## config.mk

```make
export PLATFORM = sky130hd
export DESIGN_NAME = fifo_rd_streamer
export DESIGN_NICKNAME = d
export VERILOG_FILES = /design/src/rtl/fifo_pkg.sv /design/src/rtl/stream_skid_buf.sv /design/src/rtl/fifo_rd_streamer.sv
export SDC_FILE = /design/constraint.sdc
export NUM_CORES = 1
export LEC_CHECK = 0
export ABC_AREA = 1
export CAP_MARGIN = 20
export CORE_UTILIZATION = 30
export CTS_BUF_LIST = sky130_fd_sc_hd__clkbuf_4 sky130_fd_sc_hd__clkbuf_8 sky130_fd_sc_hd__clkbuf_16
export CTS_CLUSTER_DIAMETER = 80
export DETAILED_ROUTE_END_ITERATION = 10
export PLACE_DENSITY = 0.59
export SYNTH_ARGS = -nofsm -noshare
export SYNTH_HDL_FRONTEND = slang
export SYNTH_SLANG_ARGS = --single-unit
export TNS_END_PERCENT = 5
```

## constraint.sdc

```tcl
create_clock -name clk -period 2.2 [get_ports clk]
set_clock_uncertainty 0.2 [all_clocks]
set_input_delay 0.44 -clock clk [delete_from_list [all_inputs] [get_ports clk]]
set_output_delay 0.44 -clock clk [all_outputs]
set_load 0.05 [all_outputs]
```

## src/rtl/fifo_pkg.sv

```systemverilog
// Shared definitions for the synchronous FIFO, its interface and its read-side streamer.
// DATA_W : word width carried through the FIFO.
// data_t : one FIFO word.
package fifo_pkg;

  localparam int unsigned DATA_W = 32;

  typedef logic [DATA_W-1:0] data_t;

endpackage

```

## src/rtl/stream_skid_buf.sv

```systemverilog
// Small circular buffer that absorbs words already requested from the FIFO.
// Ports:
//   clk, rstn : clock, asynchronous active-low reset
//   push      : write wdata at the tail this cycle
//   pop       : drop the head this cycle
//   wdata     : word to write
//   rdata     : current head word (meaningful while count != 0)
//   count     : number of buffered words
module stream_skid_buf
  import fifo_pkg::*;
#(
  parameter int unsigned DATA_W     = fifo_pkg::DATA_W,
  parameter int unsigned SKID_DEPTH = 3,
  localparam int unsigned CNT_W     = $clog2(SKID_DEPTH + 1)
) (
  input  logic              clk,
  input  logic              rstn,
  input  logic              push,
  input  logic              pop,
  input  logic [DATA_W-1:0] wdata,
  output logic [DATA_W-1:0] rdata,
  output logic [CNT_W-1:0]  count
);

  localparam int unsigned PTR_W = (SKID_DEPTH > 1) ? $clog2(SKID_DEPTH) : 1;

  logic [DATA_W-1:0] mem [SKID_DEPTH];
  logic [PTR_W-1:0]  wr_ptr;
  logic [PTR_W-1:0]  rd_ptr;

  // Pointer advance with explicit wrap at SKID_DEPTH (depth need not be a power of two).
  function automatic logic [PTR_W-1:0] ptr_inc(input logic [PTR_W-1:0] p);
    return (p == PTR_W'(SKID_DEPTH - 1)) ? '0 : p + PTR_W'(1);
  endfunction

  // Storage, pointers and occupancy.
  always_ff @(posedge clk or negedge rstn) begin
    if (!rstn) begin
      wr_ptr <= '0;
      rd_ptr <= '0;
      count  <= '0;
      for (int i = 0; i < int'(SKID_DEPTH); i++) begin
        mem[i] <= '0;
      end
    end else begin
      if (push) begin
        mem[wr_ptr] <= wdata;
        wr_ptr      <= ptr_inc(wr_ptr);
      end
      if (pop) begin
        rd_ptr <= ptr_inc(rd_ptr);
      end
      case ({push, pop})
        2'b10:   count <= count + CNT_W'(1);
        2'b01:   count <= count - CNT_W'(1);
        default: count <= count;
      endcase
    end
  end

  assign rdata = mem[rd_ptr];

  // The read-credit scheme upstream guarantees there is always room for a push.
  a_no_overflow : assert property (@(posedge clk) disable iff (!rstn)
    push |-> ((count < CNT_W'(SKID_DEPTH)) || pop));

endmodule

```

## src/rtl/fifo_rd_streamer.sv

```systemverilog
// Drains a synchronous FIFO (one-cycle registered read) into a valid/ready stream,
// grouping beats into fixed-length bursts.
// Ports:
//   clk, rstn  : clock, asynchronous active-low reset
//   o_rden     : FIFO read request (combinational)
//   i_empty    : FIFO empty flag
//   i_rddata   : FIFO read data, valid the cycle after an accepted read
//   o_valid    : stream word available
//   i_ready    : downstream accepts the word
//   o_data     : stream word
//   o_last     : final beat of a burst
//   o_beat_cnt : beat index within the current burst
module fifo_rd_streamer
  import fifo_pkg::*;
#(
  parameter int unsigned DATA_W     = fifo_pkg::DATA_W,
  parameter int unsigned BURST_LEN  = 4,
  parameter int unsigned SKID_DEPTH = 3,
  localparam int unsigned BEAT_W    = $clog2(BURST_LEN) + 1
) (
  input  logic              clk,
  input  logic              rstn,
  output logic              o_rden,
  input  logic              i_empty,
  input  logic [DATA_W-1:0] i_rddata,
  output logic              o_valid,
  input  logic              i_ready,
  output logic [DATA_W-1:0] o_data,
  output logic              o_last,
  output logic [BEAT_W-1:0] o_beat_cnt
);

  localparam int unsigned CNT_W = $clog2(SKID_DEPTH + 1);

  logic             inflight;
  logic [CNT_W-1:0] count;
  logic             push;
  logic             pop;
  logic             credit_ok;
  logic             at_last;

  stream_skid_buf #(
    .DATA_W     (DATA_W),
    .SKID_DEPTH (SKID_DEPTH)
  ) u_skid (
    .clk   (clk),
    .rstn  (rstn),
    .push  (push),
    .pop   (pop),
    .wdata (i_rddata),
    .rdata (o_data),
    .count (count)
  );

  // A read is only issued when the buffer can hold it alongside any word still in flight.
  assign credit_ok = ((CNT_W + 1)'(count) + (CNT_W + 1)'(inflight)) < (CNT_W + 1)'(SKID_DEPTH);
  assign o_rden    = rstn && !i_empty && credit_ok;

  assign push    = inflight;
  assign o_valid = (count != '0);
  assign pop     = o_valid && i_ready;

  assign at_last = (o_beat_cnt == BEAT_W'(BURST_LEN - 1));
  assign o_last  = o_valid && at_last;

  // In-flight flag: the FIFO returns data one cycle after an accepted read.
  always_ff @(posedge clk or negedge rstn) begin
    if (!rstn) begin
      inflight <= 1'b0;
    end else begin
      inflight <= o_rden;
    end
  end

  // Beat position within the burst; holds across empty gaps.
  always_ff @(posedge clk or negedge rstn) begin
    if (!rstn) begin
      o_beat_cnt <= '0;
    end else if (pop) begin
      o_beat_cnt <= at_last ? '0 : o_beat_cnt + BEAT_W'(1);
    end
  end

endmodule

```

==> run summary <==
outcome: finished, violations left
violated checks: negative hold slack, negative setup slack
Setup CP Type: reg -> out
syn avg cell area: 8.95 µm²
Yosys top cell by area: dfrtp_1
Yosys Warn Count: 0
Worst-Skew Late Latency: 350 ps
GRT Residual Overflow: 0
slew margin rel.: 61.1%
DRC violations left: 0
CTS sink cnt: 106
antenna cells: 0
Die H: 129 µm
Boundary Pins: 74
first-pass GRT wire length: 18,400 µm
Syn Nets: 578
share of layout cells above drive strength 1: 28.9%
vias per std cell: 4.58
area of the multi-input gates: 2020 µm²
# setup viols final: 28
Critical Path AT: 1600 ps
Detail Placement HPWL: 6970 µm
htree depth: 3
GR Util All Layers: 14.4%
pre-CTS setup slack: 216 ps
Final #Nets: 658
final worst setup slack: -40.6 ps
Hold-fix buffers, CTS: 0
share of Yosys cell area claimed by the top area cell type: 55.1%
Final Max Slew Viols: 0
number of CTS-inserted buffers: 9
pin count of the biggest net entering global routing: 107
worst hold-check slack: -30.4 ps
Placed Area: 6120 µm²
CTS tree: done
Die W: 129 µm
routed length per instance: 14.4 µm
full die area: 16,600 µm²
critical path required time: 1560 ps
via count: 3,819
Initial Utilization: 31.2%
commonest non-fill, non-tap cell in the layout: nand2_1
clk slew on worst S/H paths: 70 ps
Port Buf Inserts: 73
Detail Route Antenna Nets: 0
clock root cell: clkbuf_16
GPL Wtd Cong: 0.698
Highest Clock Rate: 446 MHz
FF-to-FF path depth: 6
post-route cell area: 6870 µm²
Seq/Total Area, Yosys: 55.1%
post-layout min period: 2240 ps
Cell Area, Synth: 4810 µm²
MaxCap Viol Count: 0
initial drt markers: 245
area occupied by registers: 2660 µm²
unrepaired setup endpoints after global routing: yes
crit path launch: u_skid.rd_ptr[1]$_DFFE_PN0P_
most frequent cells in the layout: 190 x nand2_1, 104 x dfrtp_1, 44 x o21ai_2, 44 x o21ai_1, 44 x buf_12
P&R area growth vs syn: 42.6%
# fillers: 1,493
top area cells in the synthesized netlist: dfrtp_1 55%, nand2_1 16%, o21ai_2 8.0%
worst min-delay path class: in -> async
post-route setup TNS: -546 ps
Distinct cells, synth: 19
gate count after technology mapping: 538
CP Launch Type: flip-flop
1st-pass router iterations: 4
#FFs+latches synth: 106
r2r startpoint: inflight$_DFF_PN0_
Critical Path Sink Type: primary output
CP max FO: 5
core area: 15,400 µm²
final-report hold violation count: 33
Final period util: 102%
measured slew at the worst slew-check pin: 584 ps
final core occ: 44.5%
Site Rows: 45
initial antenna violation count: 0
vias in the first global route: 3,806
DRT Wirelength: 12,000 µm
clk buf depth: 2
## cell type report
class                      count  area share, %
tap                          211           3.84
clock buffer                  15           4.21
timing repair buffer          98           21.3
sequential                   106           38.7
inverter                      45           2.46
clock inverter                 1          0.109
multi-input combinational    358           29.4
## registers in the layout, indices dropped and copies added, names as in the netlist
| register | flops |
|---|---|
| inflight | 1 |
| o_beat_cnt | 3 |
| u_skid.count | 2 |
| u_skid.mem | 96 |
| u_skid.rd_ptr | 2 |
| u_skid.wr_ptr | 2 |
## logic make-up (layout without fill, tap and decap cells)
family | after synthesis | after routing | synth area share [%]
AO/OA/AOI/OAI | 104 | 104 | 14.2
buffers and inverters | 74 | 159 | 8.34
flip-flops | 106 | 106 | 55.1
XOR/XNOR | 1 | 1 | 0.182
adder cells (fa/ha/maj) | 4 | 4 | 1.04
AND/OR/NAND/NOR | 249 | 249 | 21.1
## per-layer routing
metal  GRT usage [%]  up-vias  part of all wire [%]
li1                -     1878                     -
met1            18.1     1865                    45
met2            24.0       74                    51
met3            3.45        2                   3.3
met4            5.40        0                  0.33
met5               0        -                     0
## synth_stat cells (all sizes together)
| library cell | count |
|---|---|
| a21oi | 1 |
| buf | 29 |
| dfrtp | 106 |
| ha | 4 |
| inv | 45 |
| nand2 | 204 |
| nand3 | 36 |
| nand3b | 1 |
| nand4 | 1 |
| nor2 | 7 |
| o21ai | 103 |
| xnor2 | 1 |
## through the flow
stage,cells,hold WS (ps)
after floorplan,538,-55.6
after CTS,824,20.7
after global placement,807,264
after detailed placement,807,267
after global routing,834,38.8
final,834,-30.4
## final timing paths
check / end / slack [ps]
max in group asynchronous: u_skid.rd_ptr[0]$_DFFE_PN0P_ / 1330
max: o_data[7] / -40
min reg2reg: u_skid.mem[84]$_DFFE_PN0P_ / 280
min in group clk: u_skid.mem[84]$_DFFE_PN0P_ / 280
min: u_skid.mem[94]$_DFFE_PN0P_ / -30
max reg2reg: u_skid.mem[34]$_DFFE_PN0P_ / 480
## critical path, cell delays in order, from the launching register on
cell       delay [ps]
dfrtp_2           430
buf_12            130
nor2_4             90
buf_12            140
clkbuf_16         150
nand2_1            60
nand3_2           100
buf_12            140
## repair_timing
action,4_1_cts,5_1_grt
setup endpoints to repair,35,33
pin swaps,3,26
gates cloned,0,6
setup buffers,1,4
resized for setup,12,53
Power is not shown: default switching activity piles up to over one toggle a cycle in this logic, so the estimate is an artifact.
